[config.mk]
export PLATFORM = sky130hd
export DESIGN_NAME = pdfd_tap_ctrl_flat
export DESIGN_NICKNAME = d
export VERILOG_FILES = /design/src/rtl/pdfd_tap_ctrl_if.sv /design/src/rtl/pdfd_tap_ctrl.sv /design/src/flat_wrapper.sv
export SDC_FILE = /design/constraint.sdc
export NUM_CORES = 1
export LEC_CHECK = 0
export ABC_AREA = 0
export CORE_MARGIN = 5
export CORE_UTILIZATION = 40
export DETAILED_ROUTE_END_ITERATION = 12
export GPL_TIMING_DRIVEN = 1
export MAX_ROUTING_LAYER = met4
export SLEW_MARGIN = 20
export SYNTH_ARGS = -nofsm -noshare
export SYNTH_HDL_FRONTEND = slang
export SYNTH_SLANG_ARGS = --single-unit
export TNS_END_PERCENT = 10
[constraint.sdc]
create_clock -name clock -period 9.5 [get_ports clock]
set_input_delay 1.425 -clock clock [delete_from_list [all_inputs] [get_ports clock]]
set_output_delay 1.425 -clock clock [all_outputs]
set_load 0.02 [all_outputs]
[src/rtl/pdfd_tap_ctrl_if.sv]
// ============================================================================
//  Module   : pdfd_tap_ctrl_if
//  Brief    : Configuration, decoder and gated-output signals of pdfd_tap_ctrl.
//             Optional io_symCount exists only when PDFD_CTRL_STATS_EN is defined.
//  Revision : 1.0 - initial release
// ============================================================================
`default_nettype none

interface pdfd_tap_ctrl_if #(
  parameter int NUM_TAPS = 14,
  parameter int TAP_W    = 8
);
  logic             io_cfgValid;
  logic             io_cfgReady;
  logic [3:0]       io_cfgAddr;
  logic [TAP_W-1:0] io_cfgData;
  logic             io_cfgCommit;
  logic             io_cfgErr;
  logic [TAP_W-1:0] io_taps [NUM_TAPS];
  logic             io_pdfdFlush;
  logic [7:0]       io_pdfdData;
  logic             io_pdfdValid;
  logic [7:0]       io_rxData;
  logic             io_rxValid;
  logic [1:0]       io_state;
`ifdef PDFD_CTRL_STATS_EN
  logic [15:0]      io_symCount;
`endif

  modport master (
`ifdef PDFD_CTRL_STATS_EN
    input  io_symCount,
`endif
    output io_cfgValid, io_cfgAddr, io_cfgData, io_cfgCommit,
    output io_pdfdData, io_pdfdValid,
    input  io_cfgReady, io_cfgErr, io_taps, io_pdfdFlush,
    input  io_rxData, io_rxValid, io_state
  );

  modport slave (
`ifdef PDFD_CTRL_STATS_EN
    output io_symCount,
`endif
    input  io_cfgValid, io_cfgAddr, io_cfgData, io_cfgCommit,
    input  io_pdfdData, io_pdfdValid,
    output io_cfgReady, io_cfgErr, io_taps, io_pdfdFlush,
    output io_rxData, io_rxValid, io_state
  );
endinterface

`default_nettype wire

[src/rtl/pdfd_tap_ctrl.sv]
// ============================================================================
//  Module   : pdfd_tap_ctrl
//  Brief    : Shadow/live tap bank with atomic commit, decoder flush and
//             warm-up masking. Optional macro: PDFD_CTRL_STATS_EN (io_symCount).
//  Revision : 1.0 - initial release
// ============================================================================
`default_nettype none

module pdfd_tap_ctrl #(
  parameter int NUM_TAPS     = 14,
  parameter int TAP_W        = 8,
  parameter int FLUSH_CYCLES = 4,
  parameter int WARMUP_SYMS  = 16
) (
  input  wire logic        clock,
  input  wire logic        reset,
  pdfd_tap_ctrl_if.slave   bus
);

  localparam int FCW = $clog2(FLUSH_CYCLES + 1);
  localparam int WCW = $clog2(WARMUP_SYMS + 1);

  typedef enum logic [1:0] {
    S_UNCONF = 2'd0,
    S_FLUSH  = 2'd1,
    S_WARMUP = 2'd2,
    S_RUN    = 2'd3
  } state_t;

  state_t              r_state;
  state_t              w_state_nxt;
  logic [TAP_W-1:0]    r_shadow     [NUM_TAPS];
  logic [TAP_W-1:0]    r_live       [NUM_TAPS];
  logic [TAP_W-1:0]    w_shadow_nxt [NUM_TAPS];
  logic [NUM_TAPS-1:0] r_mask;
  logic [NUM_TAPS-1:0] w_mask_nxt;
  logic [FCW-1:0]      r_fcnt;
  logic [WCW-1:0]      r_wcnt;
  logic                r_err;
  logic                r_rx_valid;
  logic [7:0]          r_rx_data;
  logic                w_ready;
  logic                w_wr;
  logic                w_addr_ok;
  logic                w_commit_ok;
  logic                w_commit_bad;
  logic                w_flush_done;
  logic                w_warm_done;
  logic                w_fwd;
  logic                w_pdfd_flush;

  // A same-cycle write is folded into the bank seen by a commit.
  always_comb begin
    w_ready   = ~reset & (r_state != S_FLUSH);
    w_wr      = bus.io_cfgValid & w_ready;
    w_addr_ok = (32'(bus.io_cfgAddr) < NUM_TAPS);
    for (int i = 0; i < NUM_TAPS; i++) begin
      if (w_wr && w_addr_ok && (bus.io_cfgAddr == 4'(i))) begin
        w_shadow_nxt[i] = bus.io_cfgData;
        w_mask_nxt[i]   = 1'b1;
      end else begin
        w_shadow_nxt[i] = r_shadow[i];
        w_mask_nxt[i]   = r_mask[i];
      end
    end
    w_commit_ok  = bus.io_cfgCommit & (r_state != S_FLUSH) & (&w_mask_nxt);
    w_commit_bad = bus.io_cfgCommit & (r_state != S_FLUSH) & ~(&w_mask_nxt);
    w_flush_done = (r_fcnt == FCW'(FLUSH_CYCLES - 1));
    w_warm_done  = bus.io_pdfdValid & (r_wcnt == WCW'(WARMUP_SYMS - 1));
  end

  always_ff @(posedge clock) begin
    if (reset) begin
      r_state <= S_UNCONF;
    end else begin
      r_state <= w_state_nxt;
    end
  end

  always_comb begin
    w_state_nxt  = r_state;
    w_pdfd_flush = 1'b0;
    w_fwd        = 1'b0;
    case (r_state)
      S_UNCONF: begin
        w_pdfd_flush = 1'b1;
        if (w_commit_ok) w_state_nxt = S_FLUSH;
      end
      S_FLUSH: begin
        w_pdfd_flush = 1'b1;
        if (w_flush_done) w_state_nxt = S_WARMUP;
      end
      S_WARMUP: begin
        if (w_commit_ok)      w_state_nxt = S_FLUSH;
        else if (w_warm_done) w_state_nxt = S_RUN;
      end
      S_RUN: begin
        w_fwd = bus.io_pdfdValid & ~w_commit_ok;
        if (w_commit_ok) w_state_nxt = S_FLUSH;
      end
      default: w_state_nxt = S_UNCONF;
    endcase
  end

  always_ff @(posedge clock) begin
    if (reset) begin
      for (int i = 0; i < NUM_TAPS; i++) begin
        r_shadow[i] <= '0;
        r_live[i]   <= '0;
      end
      r_mask     <= '0;
      r_err      <= 1'b0;
      r_fcnt     <= '0;
      r_wcnt     <= '0;
      r_rx_valid <= 1'b0;
      r_rx_data  <= '0;
    end else begin
      for (int i = 0; i < NUM_TAPS; i++) begin
        r_shadow[i] <= w_shadow_nxt[i];
        if (w_commit_ok) r_live[i] <= w_shadow_nxt[i];
      end
      r_mask <= w_mask_nxt;
      if ((w_wr && !w_addr_ok) || w_commit_bad) r_err <= 1'b1;
      r_fcnt <= (r_state == S_FLUSH) ? r_fcnt + 1'b1 : '0;
      // Warm-up count restarts on any re-flush and never runs past its limit.
      if ((r_state != S_WARMUP) || w_commit_ok) begin
        r_wcnt <= '0;
      end else if (bus.io_pdfdValid && (r_wcnt != WCW'(WARMUP_SYMS))) begin
        r_wcnt <= r_wcnt + 1'b1;
      end
      r_rx_valid <= w_fwd;
      if (w_fwd) r_rx_data <= bus.io_pdfdData;
    end
  end

`ifdef PDFD_CTRL_STATS_EN
  logic [15:0] r_sym_cnt;

  always_ff @(posedge clock) begin
    if (reset || w_commit_ok) begin
      r_sym_cnt <= '0;
    end else if (r_rx_valid && (r_sym_cnt != 16'hFFFF)) begin
      r_sym_cnt <= r_sym_cnt + 16'd1;
    end
  end

  assign bus.io_symCount = r_sym_cnt;
`else
  // Statistics counter not built in this configuration.
`endif

  generate
    for (genvar g = 0; g < NUM_TAPS; g++) begin : g_taps
      assign bus.io_taps[g] = r_live[g];
    end
  endgenerate

  assign bus.io_cfgReady  = w_ready;
  assign bus.io_cfgErr    = r_err;
  assign bus.io_pdfdFlush = w_pdfd_flush;
  assign bus.io_rxData    = r_rx_data;
  assign bus.io_rxValid   = r_rx_valid;
  assign bus.io_state     = r_state;

endmodule

`default_nettype wire

[src/flat_wrapper.sv]
// flat-port wrapper written by rule: the top's interface ports become plain ports
module pdfd_tap_ctrl_flat 
#(
  parameter int NUM_TAPS     = 14,
  parameter int TAP_W        = 8,
  parameter int FLUSH_CYCLES = 4,
  parameter int WARMUP_SYMS  = 16
)
  (clock, reset, bus_io_cfgValid, bus_io_cfgAddr, bus_io_cfgData, bus_io_cfgCommit, bus_io_pdfdData, bus_io_pdfdValid, bus_io_cfgReady, bus_io_cfgErr, bus_io_taps, bus_io_pdfdFlush, bus_io_rxData, bus_io_rxValid, bus_io_state);
  pdfd_tap_ctrl_if #(.NUM_TAPS(NUM_TAPS), .TAP_W(TAP_W)) bus_i ();
  input  wire logic clock;
  input  wire logic reset;
  input wire logic [$bits(bus_i.io_cfgValid)-1:0] bus_io_cfgValid;
  input wire logic [$bits(bus_i.io_cfgAddr)-1:0] bus_io_cfgAddr;
  input wire logic [$bits(bus_i.io_cfgData)-1:0] bus_io_cfgData;
  input wire logic [$bits(bus_i.io_cfgCommit)-1:0] bus_io_cfgCommit;
  input wire logic [$bits(bus_i.io_pdfdData)-1:0] bus_io_pdfdData;
  input wire logic [$bits(bus_i.io_pdfdValid)-1:0] bus_io_pdfdValid;
  output wire logic [$bits(bus_i.io_cfgReady)-1:0] bus_io_cfgReady;
  output wire logic [$bits(bus_i.io_cfgErr)-1:0] bus_io_cfgErr;
  output wire logic [$bits(bus_i.io_taps)-1:0] bus_io_taps;
  output wire logic [$bits(bus_i.io_pdfdFlush)-1:0] bus_io_pdfdFlush;
  output wire logic [$bits(bus_i.io_rxData)-1:0] bus_io_rxData;
  output wire logic [$bits(bus_i.io_rxValid)-1:0] bus_io_rxValid;
  output wire logic [$bits(bus_i.io_state)-1:0] bus_io_state;
  assign bus_i.io_cfgValid = bus_io_cfgValid;
  assign bus_i.io_cfgAddr = bus_io_cfgAddr;
  assign bus_i.io_cfgData = bus_io_cfgData;
  assign bus_i.io_cfgCommit = bus_io_cfgCommit;
  assign bus_i.io_pdfdData = bus_io_pdfdData;
  assign bus_i.io_pdfdValid = bus_io_pdfdValid;
  assign bus_io_cfgReady = bus_i.io_cfgReady;
  assign bus_io_cfgErr = bus_i.io_cfgErr;
  assign bus_io_taps = {>>{bus_i.io_taps}};
  assign bus_io_pdfdFlush = bus_i.io_pdfdFlush;
  assign bus_io_rxData = bus_i.io_rxData;
  assign bus_io_rxValid = bus_i.io_rxValid;
  assign bus_io_state = bus_i.io_state;
  pdfd_tap_ctrl #(.NUM_TAPS(NUM_TAPS), .TAP_W(TAP_W), .FLUSH_CYCLES(FLUSH_CYCLES), .WARMUP_SYMS(WARMUP_SYMS)) u_core (.clock(clock), .reset(reset), .bus(bus_i));
endmodule
==> results of run 1 <==
critical path: cells and delay by family:
kind | cells | cell delay [ns]
AND/OR/NAND/NOR | 4 | 2.45
AO/OA/AOI/OAI | 2 | 0.66
buffers and inverters | 2 | 1.17
power groups by stage:
stage | Clock, mW | Sequential, mW | Combinational, mW
after floorplan | 0 | 1.25 | 0.0472
after global placement | 0 | 1.22 | 0.153
after detailed placement | 0 | 1.22 | 0.154
after CTS | 1.04 | 1.19 | 0.154
after global routing | 1.09 | 1.19 | 0.161
final | 1.02 | 1.19 | 0.152
flip-flops by register name, indices dropped and copies added (netlist names):
| register | flops |
|---|---|
| u_core.r_live | 112 |
| u_core.r_shadow | 112 |
| u_core.r_mask | 14 |
| u_core.bus.io_rxData | 8 |
| u_core.r_wcnt | 5 |
| u_core.r_fcnt | 3 |
| u_core.bus.io_state | 2 |
| u_core.bus.io_cfgErr | 1 |
| u_core.bus.io_rxValid | 1 |
layer usage:
layer	track usage, %	up-vias	wire [um]
met5	-	-	0
met4	3.458	0	312
met3	2.536	21	1051
met2	24.13	135	10040
met1	21.69	2862	10310
li1	-	3032	-
cell usage in the layout, fill, tap and decap left out, types with 4 or more instances in the layout:
cell,instances
mux2i_1,97
nor2_1,111
clkdlybuf4s50_1,149
clkinv_2,5
nor3_1,5
nand2_1,59
a21oi_1,35
buf_4,4
nand3_1,7
inv_1,13
nand2b_1,17
clkbuf_1,5
nor3_2,79
dfxtp_1,146
clkbuf_16,27
clkinv_1,6
nor2b_1,5
edfxtp_1,112
ha_1,9
cell type report:
type,instances,area (um2)
multi-input cells,473,3317
flip-flops and latches,258,6286
well taps,330,412.9
clock inverters,16,153.9
repair buffers,155,1563
clock buffers,32,694.4
inverters,13,48.80
fillers,2254,12490
cells by family after synthesis:
kind of cell / count (synthesis) / synth area share [%]
AND/OR/NAND/NOR: 309 / 18.55
multiplexers: 97 / 9.669
buffers and inverters: 73 / 4.411
adder cells (fa/ha/maj): 9 / 1.121
XOR/XNOR: 3 / 0.2617
AO/OA/AOI/OAI: 55 / 3.389
flip-flops: 258 / 62.60
per-stage QoR:
stage | hold slack (ns) | power, mW | instances | cell area (um2) | util [%]
after detailed placement | 0.4174 | 1.370 | 1228 | 11600 | 46.47
after global routing | 0.4487 | 2.442 | 1277 | 12480 | 49.97
after CTS | 0.4264 | 2.385 | 1276 | 12450 | 49.86
after global placement | 0.4100 | 1.370 | 1228 | 11600 | 46.47
after floorplan | 0.3990 | 1.294 | 804 | 10040 | -
final | 0.4253 | 2.362 | 1277 | 12480 | 49.97
worst paths after layout:
path	end	slack, ns	cells after the start
hold reg to reg	u_core.r_fcnt[0]	0.43	1
hold / removal	u_core.r_fcnt[0]	0.43	1
setup reg to reg	u_core.r_live[0][32]	4.47	9
setup / recovery	u_core.r_live[0][32]	3.91	8
==> summary.txt, run 1 <==
Worst setup path
  • Reg2Reg Launch Point: u_core.bus.io_state[1]
  • Slowest CP cell: or2b_4
  • Setup CP Type: in -> reg
  • Crit path arrival time: between 5 and 6 ns
  • Max stage delay on crit path: about 0.77 ns
  • Critical path cell sequence: clkdlybuf4s50_1, or4b_4, nor4_4, o21ai_1, a2111o_1, or2_4, or2b_4, buf_4
  • Worst setup startpoint: bus_io_cfgAddr[2]
  • Worst Setup Start Kind: primary input
  • Nature of the critical path endpoint: flop
  • CP required: between 9 and 10 ns
  • Worst-path fanout max: 60

Yosys
  • Synth cell count leaders: 146 x dfxtp_1, 112 x edfxtp_1, 111 x nor2_1, 97 x mux2i_1, 79 x nor3_2
  • Largest area contributor in the netlist: edfxtp_1
  • Synth Warn #: 0
  • EDFF count, synth: 112
  • Most used flip-flop cell after synthesis: dfxtp_1
  • Synth Cell Area: roughly 10000 um2
  • Synthesized area per cell: 12.49 um2
  • Sequential fraction of the synthesis area: 62.60%
  • #FFs+latches synth: 258
  • Count leader, synth: dfxtp_1
  • Net count after synthesis: between 800 and 900
  • Post-synthesis cell count: 804
  • Post-synth ARST share: 0%
  • Top cells by area, synth: edfxtp_1 33%, dfxtp_1 29%, mux2i_1 9.7%
  • Yosys top cell area share: 33.49%
  • Synth unique cells: 53

Placed design
  • GPL Wtd Cong: 0.8035
  • Worst slack, placed: 3.269 ns
  • # port buffers: 150
  • Dpl hpwl: around 13000 um

STA
  • Setup ws final: 3.907 ns
  • Fmax: 178.8 MHz
  • Setup TNS: 0 ns
  • Slew margin rel.: 32.49%
  • Min Tclk post-route: 5.593 ns
  • Final setup skew: about 0.014 ns
  • Final Setup Violations: 0
  • Period utilization: 58.87%
  • Pins Over Slew Limit: 0
  • Worst-margin pin slew: 1.009 ns
  • Final Hold Viols: 0
  • RSZ-0062 raised after global routing: no

Clock network
  • Clock Pin Slew Worst Setup and Hold Paths: 0.06 ns
  • Clk_lat worst skew: 0.53 ns
  • Clock tree buffer depth: 3
  • Root Driver: clkbuf_16
  • CTS Buf Count: 26
  • Total clock sinks: 258
  • H-tree depth: 1
  • CTS tree: yes
  • Hold_buf cts: 0
  • Post-CTS setup buffer count: 0
  • Cts repair resizes: 0

Worst hold path
  • Worst hold path startpoint: u_core.r_fcnt[0]
  • Hold WC Path Type: reg -> reg

Outcome
  • Status: complete, no violations

Power
  • Seq pwr share: 50.4%
  • Switching power: 0.5224 mW
  • Share of power burned in the clock network: 43.1%
  • Switching share of power: 22.12%
  • Internal: 1.840 mW
  • Part of the power in combinational logic: 6.4%
  • Peak supply drop: 120.3 uV
  • Power Density: approximately 190 nW/um2
  • Leakage power: 4.439 nW

Die
  • Die X: 168.4 um
  • Num rows: 58
  • Chip height: 168.4 um
  • Core footprint: 24960 um2
  • I/O pin count: 151
  • Die area: 28370 um2
  • Initial Util: 40.23%

Run
  • Max-Cap Viols: 0

Drt
  • DRC errors left: 0
  • Wire length per cell: 17.00 um
  • DRT Pass-1 Iters: 4
  • Via count: just over 6000
  • First DRT Iteration DRCs: 468
  • Antenna Nets Post-Route: 0
  • Vias/cell: between 4 and 5
  • Final WL: 21710 um

GRT
  • GRT Total Usage: 15.56%
  • Initial antenna violation count: 0
  • Number of global-route vias before repair: ~5900
  • Total global routing overflow: 0
  • Largest net degree at the start of global routing: 112
  • First-pass GRT wire length: 34090 um

Final layout
  • Diode count: 0
  • Fraction of layout cells with a size suffix above 1: between 10% and 20%
  • NumNets Final: 961
  • Area growth syn-to-layout: 24.23%
No activity file was read; power rests on OpenSTA's default activity.
==> run 2, diff against run 1 <==
==> constraint.sdc (replaced) <==
create_clock -name clock -period 5.4 [get_ports clock]
set_input_delay 0.81 -clock clock [delete_from_list [all_inputs] [get_ports clock]]
set_output_delay 0.81 -clock clock [all_outputs]
set_load 0.02 [all_outputs]
==> run 2 against run 1 <==
Net effect:
- design area grew 1.4%
- via count grew 1.8%
- sequential power grew 76%
- routed wire length grew 3.2%
==> summary.txt, run 2 (same netlist as run 1, synthesis figures left out) <==
Outcome
  • Status: complete, no violations

Drt
  • Antenna Nets Post-Route: 0 (unchanged)
  • Met3 WL: 1085 um (+3.2%)
  • Met1 WL: 10320 um (about the same)
  • First DRT Iteration DRCs: 392 (-16%)
  • DRT Pass-1 Iters: 5 (+1)
  • Via count: 6157 (+1.8%)
  • Vias/cell: 4.795 (+1.2%)
  • Max layer used: met4
  • DRC errors left: 0 (unchanged)
  • Final WL: 22410 um (+3.2%)
  • Wire length per cell: 17.45 um (+2.7%)
  • Met2 wire len: 10630 um (+5.9%)

Worst hold path
  • Hold WC Path Type: reg -> reg
  • Worst hold path startpoint: u_core.r_fcnt[0]
  • Hold path depth: 1 (unchanged)
  • Worst Hold Path EP: u_core.r_fcnt[0]

Die
  • I/O pin count: 151 (unchanged)
  • Die X: 168.4 um (unchanged)
  • Chip height: 168.4 um (unchanged)
  • Initial Util: 40.23% (unchanged)
  • Num rows: 58 (unchanged)
  • Die area: 28370 um2 (unchanged)
  • Core footprint: 24960 um2 (unchanged)

Final layout
  • Final Util: 50.66% (+0.68 points)
  • Fraction of layout cells with a size suffix above 1: 15.09% (+0.84 points)
  • Commonest non-fill, non-tap cells in the layout: 149 x clkdlybuf4s50_1, 146 x dfxtp_1, 112 x edfxtp_1
  • Largest registers: u_core.r_live (112), u_core.r_shadow (112), u_core.r_mask (14)
  • Most common cell after layout, fill and taps aside: clkdlybuf4s50_1
  • Fin area: 12650 um2 (+1.4%)
  • Diode count: 0 (unchanged)
  • NumNets Final: 968 (+0.73%)
  • Area growth syn-to-layout: 25.93%

Worst setup path
  • Flop2flop setup slack: 1.24 ns (-3.23 ns)
  • Nature of the critical path endpoint: flop
  • Worst reg2reg path endpoint: u_core.r_live[0][87]
  • Slowest CP cell: or4b_4
  • Critical path cell sequence: inv_1, ha_1, or4b_4, nor4_4, buf_4, o21ai_1, a2111o_1, or2_4, or2b_4, buf_12
  • R2r worst-path depth: 10 (+1)
  • Worst Setup Start Kind: flop
  • Setup CP Type: reg -> reg
  • Worst-path fanout max: 47 (-22%)
  • Crit path arrival time: 4.35 ns (-1.40 ns)
  • CP required: 5.59 ns (-4.07 ns)
  • Max stage delay on crit path: 0.63 ns (-0.14 ns)
  • Reg2Reg Launch Point: u_core.bus.io_state[1]

Power
  • Seq pwr share: 48.0% (-2.4 points)
  • Power Density: 345.7 nW/um2 (+83%)
  • Internal: 3.448 mW (+87%)
  • Peak supply drop: 169.5 uV (+41%)
  • Part of the power in combinational logic: 6.2% (-0.2 points)
  • Switching share of power: 21.14% (-0.97 points)
  • Leakage power: 4.522 nW (+1.9%)
  • Share of power burned in the clock network: 45.8% (+2.7 points)
  • Switching power: 0.9244 mW (+77%)

STA
  • Pins Over Slew Limit: 0 (unchanged)
  • Setup TNS: 0 ns (unchanged)
  • Final Setup Violations: 0 (unchanged)
  • Worst-margin pin slew: 1.034 ns (+0.02432 ns)
  • Fmax: 240.5 MHz
  • RSZ-0062 raised after global routing: no
  • Period utilization: 77.00%
  • Min Tclk post-route: 4.158 ns
  • Final setup skew: 0.006776 ns (-0.006938 ns)
  • Worst hold slack: 0.4194 ns (-0.005909 ns)
  • Slew margin rel.: 31.08% (-1.4 points)
  • Final Hold Viols: 0 (unchanged)

Clock network
  • Hold_buf cts: 0 (unchanged)
  • Total clock sinks: 258 (unchanged)
  • H-tree depth: 1 (unchanged)
  • Root Driver: clkbuf_16
  • Cts repair resizes: 0 (unchanged)
  • Clock Pin Slew Worst Setup and Hold Paths: 0.06 ns (about the same)
  • Clock tree buffer depth: 3 (unchanged)
  • CTS Buf Count: 27 (+3.8%)
  • CTS tree: yes
  • Clk_lat worst skew: 0.51 ns (-0.02 ns)
  • Post-CTS setup buffer count: 0 (unchanged)

GRT
  • Initial antenna violation count: 0 (unchanged)
  • GRT Total Usage: 15.87% (+0.31 points)
  • First-pass GRT wire length: 34830 um (+2.2%)
  • Largest net degree at the start of global routing: 88 (-21%)
  • Number of global-route vias before repair: 6078 (+2.9%)
  • Total global routing overflow: 0 (unchanged)

Placed design
  • Dpl hpwl: 13790 um (+3.8%)
  • Area after DPL: 11680 um2 (+0.67%)
  • GPL Wtd Cong: 0.8340 (+3.8%)
  • # port buffers: 150 (unchanged)

Run
  • Max-Cap Viols: 0 (unchanged)
[run 2: cell count changes in the layout (fill, tap and decap cells not counted)]
cell       previous run  this run
buf_4                 4         9
bufinv_16             3         7
clkinv_2              5         2
buf_12                0         2
buf_16                1         0
clkbuf_1              5         4
clkbuf_8              1         2
clkinv_1              6         5
clkinv_4              1         2
[run 2: how the worst max path moves through the flow]
stage / start / endpoint / slack [ns] / cells past startpoint
floorplan: reset / u_core.r_live[0][0] / 0.80 / 9
global placement: bus_io_cfgAddr[2] / u_core.r_live[0][8] / 0.81 / 9
detailed placement: bus_io_cfgAddr[0] / u_core.r_live[0][8] / 0.73 / 9
CTS: u_core.bus.io_state[1] / u_core.r_live[0][5] / 1.19 / 10
global route: u_core.bus.io_state[1] / u_core.r_live[0][87] / 0.98 / 10
finish: u_core.bus.io_state[1] / u_core.r_live[0][87] / 1.24 / 10
[run 2: per-stage QoR]
step	power, mW	instances	worst slack (ns)
floorplan	2.275	804	0.8022
global placement	2.417	1235	0.8095
detailed placement	2.416	1235	0.7319
CTS	4.429	1284	1.187
global route	4.527	1284	0.9829
finish	4.372	1284	1.242
[run 2: power groups by stage]
stage | Clock (mW) | Combinational, mW | Sequential (mW)
after floorplan | 0 | 0.0831 | 2.19
after global routing | 2.14 | 0.288 | 2.10
final | 2.00 | 0.273 | 2.10
after CTS | 2.05 | 0.278 | 2.10
after detailed placement | 0 | 0.277 | 2.14
after global placement | 0 | 0.276 | 2.14
[run 2: cell type report]
cell class,instances,area [um2]
clock buffers,32,704.4
inverters,13,48.80
multi-input cells,473,3317
flip-flops and latches,258,6286
clock inverters,17,264.0
fillers,2276,12320
well taps,330,412.9
repair buffers,161,1613
[run 2: per-layer routing]
layer	vias up	GRT usage, %
li1	3040	-
met1	2914	21.54
met2	171	25.40
met3	32	2.442
met4	0	3.458
met5	-	-
[run 2: critical path, delay by kind of cell, from the launching register on]
kind,cells,cell delay [ns]
simple gates,4,1.82
fa+ha+maj,1,0.33
flops,1,0.40
compound gates,2,0.59
buf+inv,3,0.67
